==> src/rtl/board_io_pkg.sv <==
// Shared types and constants for the board-level I/O controller.
//   led_mode_t  : LED display mode selected by the mode key
//   rst_state_t : core reset sequencer state
//   KEY_RESET   : index of the key that resets the core
//   KEY_MODE    : index of the key that steps the LED mode
package board_io_pkg;

    typedef enum logic [1:0] {
        LED_LOW       = 2'd0,
        LED_HIGH      = 2'd1,
        LED_HEARTBEAT = 2'd2,
        LED_STICKY    = 2'd3
    } led_mode_t;

    typedef enum logic {
        RST_HOLD = 1'b0,
        RST_RUN  = 1'b1
    } rst_state_t;

    localparam int KEY_RESET = 0;
    localparam int KEY_MODE  = 1;

    // Next LED mode in the cycle LOW -> HIGH -> HEARTBEAT -> STICKY -> LOW.
    function automatic led_mode_t next_mode(input led_mode_t mode);
        logic [1:0] raw;
        raw = mode;
        raw = raw + 2'd1;
        return led_mode_t'(raw);
    endfunction

endpackage

==> src/rtl/board_io_ctrl_key_debounce.sv <==
// Synchroniser and debouncer for one active-low push-button.
//   clk, reset : system clock, asynchronous active-low reset
//   key_n      : raw asynchronous key level, 0 = pressed
//   stable     : debounced level, 1 = released
//   press      : one-cycle pulse the cycle after stable falls
module key_debounce
    import board_io_pkg::*;
#(
    parameter int DEBOUNCE_CYCLES = 16
) (
    input  logic clk,
    input  logic reset,
    input  logic key_n,
    output logic stable,
    output logic press
);

    localparam int CW = $clog2(DEBOUNCE_CYCLES);

    logic          sync1_r;
    logic          sync2_r;
    logic          stable_r;
    logic          stable_d_r;
    logic [CW-1:0] cnt_r;
    logic          press_r;

    // Two-flop synchroniser; idles at the released level.
    always_ff @(posedge clk or negedge reset) begin
        if (!reset) begin
            sync1_r <= 1'b1;
            sync2_r <= 1'b1;
        end else begin
            sync1_r <= key_n;
            sync2_r <= sync1_r;
        end
    end

    // Accept a new level only after it has differed for DEBOUNCE_CYCLES cycles.
    always_ff @(posedge clk or negedge reset) begin
        if (!reset) begin
            stable_r <= 1'b1;
            cnt_r    <= {CW{1'b0}};
        end else if (sync2_r == stable_r) begin
            stable_r <= stable_r;
            cnt_r    <= {CW{1'b0}};
        end else if (cnt_r == CW'(DEBOUNCE_CYCLES - 1)) begin
            stable_r <= sync2_r;
            cnt_r    <= {CW{1'b0}};
        end else begin
            stable_r <= stable_r;
            cnt_r    <= cnt_r + CW'(1'b1);
        end
    end

    // Press pulse from the falling edge of the debounced level, one cycle late.
    always_ff @(posedge clk or negedge reset) begin
        if (!reset) begin
            stable_d_r <= 1'b1;
            press_r    <= 1'b0;
        end else begin
            stable_d_r <= stable_r;
            press_r    <= stable_d_r & ~stable_r;
        end
    end

    assign stable = stable_r;
    assign press  = press_r;

endmodule

==> src/rtl/board_io_ctrl.sv <==
// Board-level I/O controller: debounces the keys, sequences a stretched
// core reset and drives the LED bank from the core status word.
//   clk, reset   : system clock, asynchronous active-low reset
//   key_n_i      : raw active-low keys (key 0 resets core, key 1 steps mode)
//   status_i     : core status word shown on the LEDs
//   core_reset_o : registered active-low core reset
//   key_press_o  : one-cycle pulse per debounced press
//   mode_o       : current LED mode
//   led_o        : registered LED drive, 1 = lit
module board_io_ctrl
    import board_io_pkg::*;
#(
    parameter int NUM_KEYS          = 4,
    parameter int NUM_LEDS          = 10,
    parameter int STATUS_WIDTH      = 32,
    parameter int DEBOUNCE_CYCLES   = 16,
    parameter int RESET_HOLD_CYCLES = 8,
    parameter int HEARTBEAT_WIDTH   = 24
) (
    input  logic                    clk,
    input  logic                    reset,
    input  logic [NUM_KEYS-1:0]     key_n_i,
    input  logic [STATUS_WIDTH-1:0] status_i,
    output logic                    core_reset_o,
    output logic [NUM_KEYS-1:0]     key_press_o,
    output logic [1:0]              mode_o,
    output logic [NUM_LEDS-1:0]     led_o
);

    localparam int HC = $clog2(RESET_HOLD_CYCLES + 1);

    if (NUM_LEDS > STATUS_WIDTH) begin : g_width_check
        $fatal(1, "board_io_ctrl: NUM_LEDS must not exceed STATUS_WIDTH");
    end

    logic [NUM_KEYS-1:0]        stable_s;
    rst_state_t                 state_r;
    logic [HC-1:0]              hold_cnt_r;
    logic                       core_reset_r;
    led_mode_t                  mode_r;
    logic [HEARTBEAT_WIDTH-1:0] hb_r;
    logic [NUM_LEDS-1:0]        sticky_r;
    logic [NUM_LEDS-1:0]        led_r;
    logic [NUM_LEDS-1:0]        led_s;
    logic [NUM_LEDS+1:0]        hb_pad_s;

    for (genvar i = 0; i < NUM_KEYS; i++) begin : g_keys
        key_debounce #(
            .DEBOUNCE_CYCLES(DEBOUNCE_CYCLES)
        ) u_key_debounce (
            .clk    (clk),
            .reset  (reset),
            .key_n  (key_n_i[i]),
            .stable (stable_s[i]),
            .press  (key_press_o[i])
        );
    end

    // Core reset sequencer; a held reset key wins over a finishing hold count.
    always_ff @(posedge clk or negedge reset) begin
        if (!reset) begin
            state_r      <= RST_HOLD;
            hold_cnt_r   <= {HC{1'b0}};
            core_reset_r <= 1'b0;
        end else begin
            case (state_r)
                RST_HOLD: begin
                    if (!stable_s[KEY_RESET]) begin
                        state_r      <= RST_HOLD;
                        hold_cnt_r   <= {HC{1'b0}};
                        core_reset_r <= 1'b0;
                    end else if (hold_cnt_r == HC'(RESET_HOLD_CYCLES - 1)) begin
                        state_r      <= RST_RUN;
                        hold_cnt_r   <= {HC{1'b0}};
                        core_reset_r <= 1'b1;
                    end else begin
                        state_r      <= RST_HOLD;
                        hold_cnt_r   <= hold_cnt_r + HC'(1'b1);
                        core_reset_r <= 1'b0;
                    end
                end
                RST_RUN: begin
                    if (!stable_s[KEY_RESET]) begin
                        state_r      <= RST_HOLD;
                        hold_cnt_r   <= {HC{1'b0}};
                        core_reset_r <= 1'b0;
                    end else begin
                        state_r      <= RST_RUN;
                        hold_cnt_r   <= {HC{1'b0}};
                        core_reset_r <= 1'b1;
                    end
                end
                default: begin
                    state_r      <= RST_HOLD;
                    hold_cnt_r   <= {HC{1'b0}};
                    core_reset_r <= 1'b0;
                end
            endcase
        end
    end

    // LED mode steps on mode-key presses only; core reset leaves it alone.
    always_ff @(posedge clk or negedge reset) begin
        if (!reset) begin
            mode_r <= LED_LOW;
        end else if (key_press_o[KEY_MODE]) begin
            mode_r <= next_mode(mode_r);
        end else begin
            mode_r <= mode_r;
        end
    end

    // Free-running heartbeat, independent of the core reset state.
    always_ff @(posedge clk or negedge reset) begin
        if (!reset) begin
            hb_r <= {HEARTBEAT_WIDTH{1'b0}};
        end else begin
            hb_r <= hb_r + HEARTBEAT_WIDTH'(1'b1);
        end
    end

    // Sticky capture of low status bits since the last core reset.
    always_ff @(posedge clk or negedge reset) begin
        if (!reset) begin
            sticky_r <= {NUM_LEDS{1'b0}};
        end else if (state_r == RST_RUN) begin
            sticky_r <= sticky_r | status_i[NUM_LEDS-1:0];
        end else begin
            sticky_r <= {NUM_LEDS{1'b0}};
        end
    end

    // LED source select; the heartbeat pattern is built wide so NUM_LEDS=1 works.
    always_comb begin
        hb_pad_s      = {(NUM_LEDS + 2){1'b0}};
        hb_pad_s[1:0] = {(state_r == RST_RUN), hb_r[HEARTBEAT_WIDTH-1]};
        led_s         = {NUM_LEDS{1'b0}};
        case (mode_r)
            LED_LOW:       led_s = status_i[NUM_LEDS-1:0];
            LED_HIGH:      led_s = status_i[STATUS_WIDTH-1 -: NUM_LEDS];
            LED_HEARTBEAT: led_s = hb_pad_s[NUM_LEDS-1:0];
            LED_STICKY:    led_s = sticky_r;
            default:       led_s = {NUM_LEDS{1'b0}};
        endcase
    end

    // Registered LED drive.
    always_ff @(posedge clk or negedge reset) begin
        if (!reset) begin
            led_r <= {NUM_LEDS{1'b0}};
        end else begin
            led_r <= led_s;
        end
    end

    assign core_reset_o = core_reset_r;
    assign mode_o       = mode_r;
    assign led_o        = led_r;

endmodule

==> config.mk <==
export PLATFORM = sky130hd
export DESIGN_NAME = board_io_ctrl
export DESIGN_NICKNAME = d
export VERILOG_FILES = /design/src/rtl/board_io_pkg.sv /design/src/rtl/board_io_ctrl_key_debounce.sv /design/src/rtl/board_io_ctrl.sv
export SDC_FILE = /design/constraint.sdc
export NUM_CORES = 1
export LEC_CHECK = 0
export CELL_PAD_IN_SITES_DETAIL_PLACEMENT = 0
export CELL_PAD_IN_SITES_GLOBAL_PLACEMENT = 2
export CORE_AREA = 2 2 99 101
export DETAILED_ROUTE_END_ITERATION = 12
export DIE_AREA = 0 0 101 103
export PLACE_DENSITY_LB_ADDON = 0.1
export SLEW_MARGIN = 20
export SYNTH_ARGS = -nofsm -noshare
export SYNTH_HDL_FRONTEND = slang
export SYNTH_SLANG_ARGS = --single-unit
==> constraint.sdc <==
create_clock -name clk -period 4.1 [get_ports clk]
set_input_delay 0.41 -clock clk [delete_from_list [all_inputs] [get_ports clk]]
set_output_delay 0.41 -clock clk [all_outputs]
set_load 0.01 [all_outputs]
==> results of run 1 <==
-- power groups by stage --
stage                     logic [mW]  clock network (mW)  registers [mW]
after floorplan               0.0261                   0           0.910
final                         0.0856               0.615           0.893
after detailed placement      0.0882                   0           0.909
after CTS                     0.0888               0.653           0.893
after global placement        0.0884                   0           0.909
after global routing          0.0983               0.680           0.896
-- Yosys cell counts (all sizes together) --
cell     n
a21oi    9
nor2b    8
and4b    1
mux2     4
nor3b    4
dfrtp   71
nand2   16
nor2    10
nor3     3
nand4    5
o21a    11
xnor2   25
buf      5
inv     11
a222oi   2
nand4b   4
nand2b   1
xor2     7
and4     3
dfstp   16
o21ai   13
ha      10
nand3   14
mux2i    2
and3     6
nor4     1
a22oi    8
clkbuf   5
-- worst register-to-register path, stage by stage (launching register included) --
cell,delay (ns)
dfrtp_1,0.39
ha_1,0.23
and4_1,0.29
and4b_2,0.31
nand3_1,0.11
xnor2_1,0.13
-- layer usage --
metal,track usage [%],up-vias
li1,-,1030
met1,16.1,1046
met2,20.3,34
met3,4.34,10
met4,6.24,0
met5,0,-
-- metrics by stage --
step	hold WS, ns	instances
floorplan	0.114	275
global placement	0.346	422
detailed placement	0.348	422
CTS	0.158	438
global route	0.195	438
finish	0.125	438
-- logic make-up after synthesis --
| logic type | count (synthesis) |
|---|---|
| mux | 6 |
| xor+xnor | 32 |
| simple gates | 76 |
| fa+ha+maj | 10 |
| compound gates | 43 |
| flops | 87 |
| buf+inv | 21 |
-- sequential cells by signal (all words and copies together), names as in the netlist --
register,count
g_keys.u_key_debounce.press,4
g_keys.u_key_debounce.stable,4
hold_cnt_r,4
g_keys.u_key_debounce.sync1_r,4
g_keys.u_key_debounce.stable_d_r,4
led_o,10
g_keys.u_key_debounce.cnt_r,16
sticky_r,10
mode_o,2
core_reset_o,1
g_keys.u_key_debounce.sync2_r,4
hb_r,24
-- how the worst max path moves through the flow --
| stage | from | endpoint | slack [ns] |
|---|---|---|---|
| floorplan | mode_o[0]$_DFFE_PN0P_ | led_o[3]$_DFF_PN0_ | 2.66 |
| global placement | core_reset_o$_DFF_PN0_ | core_reset_o | 2.34 |
| detailed placement | core_reset_o$_DFF_PN0_ | core_reset_o | 2.33 |
| CTS | core_reset_o$_DFF_PN0_ | core_reset_o | 1.92 |
| global route | core_reset_o$_DFF_PN0_ | core_reset_o | 1.86 |
| finish | core_reset_o$_DFF_PN0_ | core_reset_o | 2.00 |
-- final cells by class --
type / count / share of cell area (%)
timing repair buffer: 43 / 10.1
clock buffer: 12 / 3.69
sequential: 87 / 52.2
inverter: 11 / 0.982
tap: 114 / 3.39
multi-input combinational: 167 / 28.3
clock inverter: 4 / 1.25
==> results.yml, run 1 <==
cts:
  clockBufferDepth: 2
  cts-resized-gates: 0
  cts_root_buf: "clkbuf_8"
  clkSlewWorstSetupHoldPaths_ns: 0.08
  htreeDepth: 3
  clock_latency_ns: 0.35
  cts_inserted_buffers: 9
  cts.sinks: 87
  hold_buffers: 0
  cts_tree: "done"
  post_cts_buffers: 0
worst_setup_path:
  cp_cell_sequence: "clkdlybuf4s50_1"
  critPathTopFamily: "flip-flops"
  path_buf_inv: 1
  cp.depth: 1
  critPathKind: "reg2out"
  worstPathRequired_ns: 3.69
  timing.rr.end: "hb_r[18]$_DFF_PN0_"
  timing.rr.start: "hb_r[0]$_DFF_PN0_"
  cp_max_fo: 14
  max_stage_delay_ns: 0.69
  r2r_cells: 5
  end_kind: "output port"
  start_kind: "register"
  critPathArrivalTime_ns: 1.69
  slowest_stage: "dfrtp_1"
  reg2reg_setup_slack_ns: 2.54
route:
  detail-route-antenna-nets: 0
  vias: 2120
  routed_wl_mm: 5.98
  wl_per_cell_um: 13.6
  dr.pass1.iters: 4
  highest_layer: "met4"
  wl_met1_mm: 2.79
  wl_met3_um: 287
  avgViaCountPerCell: 4.84
  drtIter0Drc: 67
  routed-wl-met2_mm: 2.78
  drc_errors: 0
placed_design:
  gp_congestion: 0.742
  dp_slack_ns: 2.33
  dp_hpwl_mm: 3.89
  port_buffers: 42
  place_area_um2: 4000
synthesis:
  synth_nets: 323
  post_synth_fa_ha_maj_area_fraction_pct: 3.59
  synth_seq_area_share_pct: 63.1
  synth.avg_cell_area_um2: 12.7
  syn-cell-area_um2: 3480
  synth-seq-cells: 87
  synthMuxAreaShare_pct: 1.87
  ys_types: 31
  synth_top_area_share_pct: 51.0
  synth_area_leader_cell: "dfrtp_1"
  ys_warn_count: 0
  synth_compound_area_share_pct: 7.83
  synth_top_family_by_area: "simple AND/OR/NAND/NOR gates"
  netlist_instances: 275
  synth-xor-area-share_pct: 8.05
  synthTopCellsByArea: "dfrtp_1 (51%), dfstp_2 (12%), xnor2_1 (6.3%)"
  yosys.area_share.simple_pct: 12.9
power:
  power_frac_comb_pct: 5.4
  leakage_nw: 1.88
  p_int_mw: 1.24
  p_total_mw: 1.59
  cellPowerDensity_nw_per_um2: 379
  vdd_ir_drop_max_v: 0.000175
  switchingPower_uw: 350
  seq_power_share_pct: 56.1
  clkPwrFrac_pct: 38.6
  netSwitchingFraction_pct: 22.0
cells_and_area:
  area_growth_pct: 20.7
  fillers: 890
  final_cell_mix: "dfrtp_1 (71), clkdlybuf4s50_1 (41), xnor2_1 (25)"
  post_route_cells_drive_above_1_share_pct: 12.7
  antenna_cells: 0
  nets: 367
  layout_commonest_cell: "dfrtp_1"
  stdcell_area_um2: 4210
  multi_input_area_um2: 1190
  fin_util_pct: 44.5
  regArea_um2: 2200
sta:
  post-route-period-util_pct: 51.2
  maxSlewHeadroom_pct: 49.0
  slew_violations: 0
  fin_crit_ns: 2.10
  tightest_slew_ns: 0.765
  finalSetupViolCount: 0
  fin_setup_tns_ns: 0
  finalHoldViolCount: 0
  fmax_mhz: 477
  clock-skew-final_ns: 0.00532
  setup_ws_ns: 2.00
  rsz0062_at_grt: "false"
grt:
  overflow: 0
  antenna_found_initial: 0
  grtUsageTotal_pct: 12.9
  grt_max_degree: 63
  grt_pass1_vias: 2145
  grt_pass1_wl_mm: 10.2
floorplan:
  die_y_um: 103
  die_area_um2: 10400
  die_width_um: 101
  row_count: 36
  io_pins: 55
  initial_utilization_pct: 36.8
  fp.coreArea_um2: 9460
run:
  drv_cap: 0
outcome:
  status: "completed"
min_path:
  hold_path.class: "in2async"
Power figures use the tool's default switching activity.
==> run 2, diff against run 1 <==
CORE_AREA = 2 2 102 104   (was 2 2 99 101)
DIE_AREA = 0 0 104 106   (was 0 0 101 103)
clock period = 2 ns   (was 4.1 ns; I/O delays follow)
==> results.yml, run 2 (synthesized netlist as in run 1, its figures left out) <==
outcome:
  status: "completed"
placed_design:
  dp_cells: 447
  gp_congestion: 0.710
  port_buffers: 42
  dp_hpwl_mm: 4.12
floorplan:
  die_area_um2: 11000
  initial_utilization_pct: 34.8
  die_width_um: 104
  row_count: 37
  die_y_um: 106
  fp.coreArea_um2: 10000
  io_pins: 55
sta:
  tightest_slew_ns: 0.531
  finalHoldViolCount: 0
  fin_crit_ns: 1.61
  clock-skew-final_ns: 0.0102
  slew_violations: 0
  finalSetupViolCount: 0
  rsz0062_at_grt: "false"
  fin_hold_ws_ns: 0.234
  post-route-period-util_pct: 80.5
  fmax_mhz: 621
  fin_setup_tns_ns: 0
  maxSlewHeadroom_pct: 64.6
worst_setup_path:
  worstPathRequired_ns: 1.80
  r2r_cells: 5
  max_stage_delay_ns: 0.58
  critPathTopFamily: "buffers and inverters"
  end_kind: "output port"
  slowest_stage: "clkdlybuf4s50_1"
  cp.depth: 1
  cp_cell_sequence: "clkdlybuf4s50_1"
  cp_max_fo: 5
  path_buf_inv: 1
  start_kind: "register"
  critPathArrivalTime_ns: 1.41
  critPathKind: "reg2out"
cells_and_area:
  layout_commonest_cell: "dfrtp_1"
  reg_top3: "hb_r x24, g_keys.u_key_debounce.cnt_r x16"
  nets: 371
  largest_reg_flops: 24
  fillers: 976
  area_growth_pct: 23.8
  regMostFlops: "hb_r"
  final_cell_mix: "dfrtp_1 (71), clkdlybuf4s50_1 (41), xnor2_1 (25)"
  antenna_cells: 0
  post_route_cells_drive_above_1_share_pct: 13.4
  final_cell_count_no_fill: 464
grt:
  overflow: 0
  busiest_layer: "met2"
  grt_pass1_vias: 2162
  grt_max_degree: 42
  antenna_found_initial: 0
  grt_pass1_wl_mm: 10.7
  grtUsageMet3_pct: 5.09
  grt_use_met2_pct: 18.8
  grtUsageTotal_pct: 12.6
  grt_util_met1_pct: 15.8
cts:
  cts_root_buf: "clkbuf_8"
  clock_latency_ns: 0.37
  htreeDepth: 3
  clkSlewWorstSetupHoldPaths_ns: 0.09
  cts-resized-gates: 0
  cts_inserted_buffers: 9
  clockBufferDepth: 2
  cts.sinks: 87
  cts_tree: "done"
min_path:
  whs_path_depth: 1
  hold_path.class: "in2reg"
route:
  wl_per_cell_um: 13.3
  dr.pass1.iters: 4
  vias: 2113
  drtIter0Drc: 75
  routed_wl_mm: 6.17
  detail-route-antenna-nets: 0
  avgViaCountPerCell: 4.55
  drc_errors: 0
power:
  cellPowerDensity_nw_per_um2: 806
  leakage_nw: 1.92
  vdd_ir_drop_max_v: 0.000521
run:
  drv_cap: 0
-- run 2: changes by cell type in the layout (fill, tap and decap cells not counted) --
cell           previous run  this run
buf_4                     2         4
clkbuf_8                 11        13
buf_12                    0         1
bufinv_16                 1         2
clkinv_2                  1         0
clkinv_4                  1         0
dlygate4sd3_1             0         1
inv_6                     1         0
-- run 2: metal layers --
| layer | share of wire [%] | up-vias |
|---|---|---|
| met1 | 48 | 1031 |
| met3 | 4.7 | 12 |
| met4 | 2.0 | 0 |
| met5 | 0 | - |
| met2 | 46 | 28 |
| li1 | - | 1042 |
-- run 2: repair_timing --
action                    CTS  global route
hold endpoints to repair   27             0
buffers inserted            0             0
hold buffers                1             0
-- run 2: final cells by class --
| type | count | area, um^2 | share of cell area (%) |
|---|---|---|---|
| sequential | 87 | 2200 | 50.9 |
| multi-input combinational | 167 | 1190 | 27.6 |
| timing repair buffer | 47 | 470 | 10.9 |
| clock buffer | 14 | 183 | 4.24 |
| tap | 136 | 170 | 3.95 |
| clock inverter | 2 | 60.1 | 1.39 |
| inverter | 11 | 41.3 | 0.957 |
-- run 2: final timing paths --
path | start | end | slack (ns)
hold reg to reg | g_keys[1].u_key_debounce.sync1_r$_DFF_PN1_ | g_keys[1].u_key_debounce.sync2_r$_DFF_PN1_ | 0.36
hold / removal | key_n_i[0] | g_keys[0].u_key_debounce.sync1_r$_DFF_PN1_ | 0.23
min in group asynchronous | reset | g_keys[2].u_key_debounce.cnt_r[3]$_DFF_PN0_ | 0.35
setup reg to reg | hb_r[0]$_DFF_PN0_ | hb_r[18]$_DFF_PN0_ | 0.46
setup / recovery | core_reset_o$_DFF_PN0_ | core_reset_o | 0.39
max in group asynchronous | reset | g_keys[3].u_key_debounce.sync1_r$_DFF_PN1_ | 1.00
-- run 2: power breakdown --
part,switching (mW),internal [mW]
clock network,0.621,0.842
logic,0.0835,0.0997
registers,0.0260,1.80
-- run 2: metrics by stage --
stage | utilization (%) | instance area, um^2 | power (mW) | setup WS (ns)
2_1_floorplan | - | 3480 | 1.92 | 0.558
3_3_place_gp | 40.6 | 4060 | 2.05 | 0.454
3_5_place_dp | 40.6 | 4060 | 2.05 | 0.457
4_1_cts | 43.1 | 4310 | 3.56 | 0.364
5_1_grt | 43.1 | 4310 | 3.64 | 0.333
6_report | 43.1 | 4310 | 3.48 | 0.390
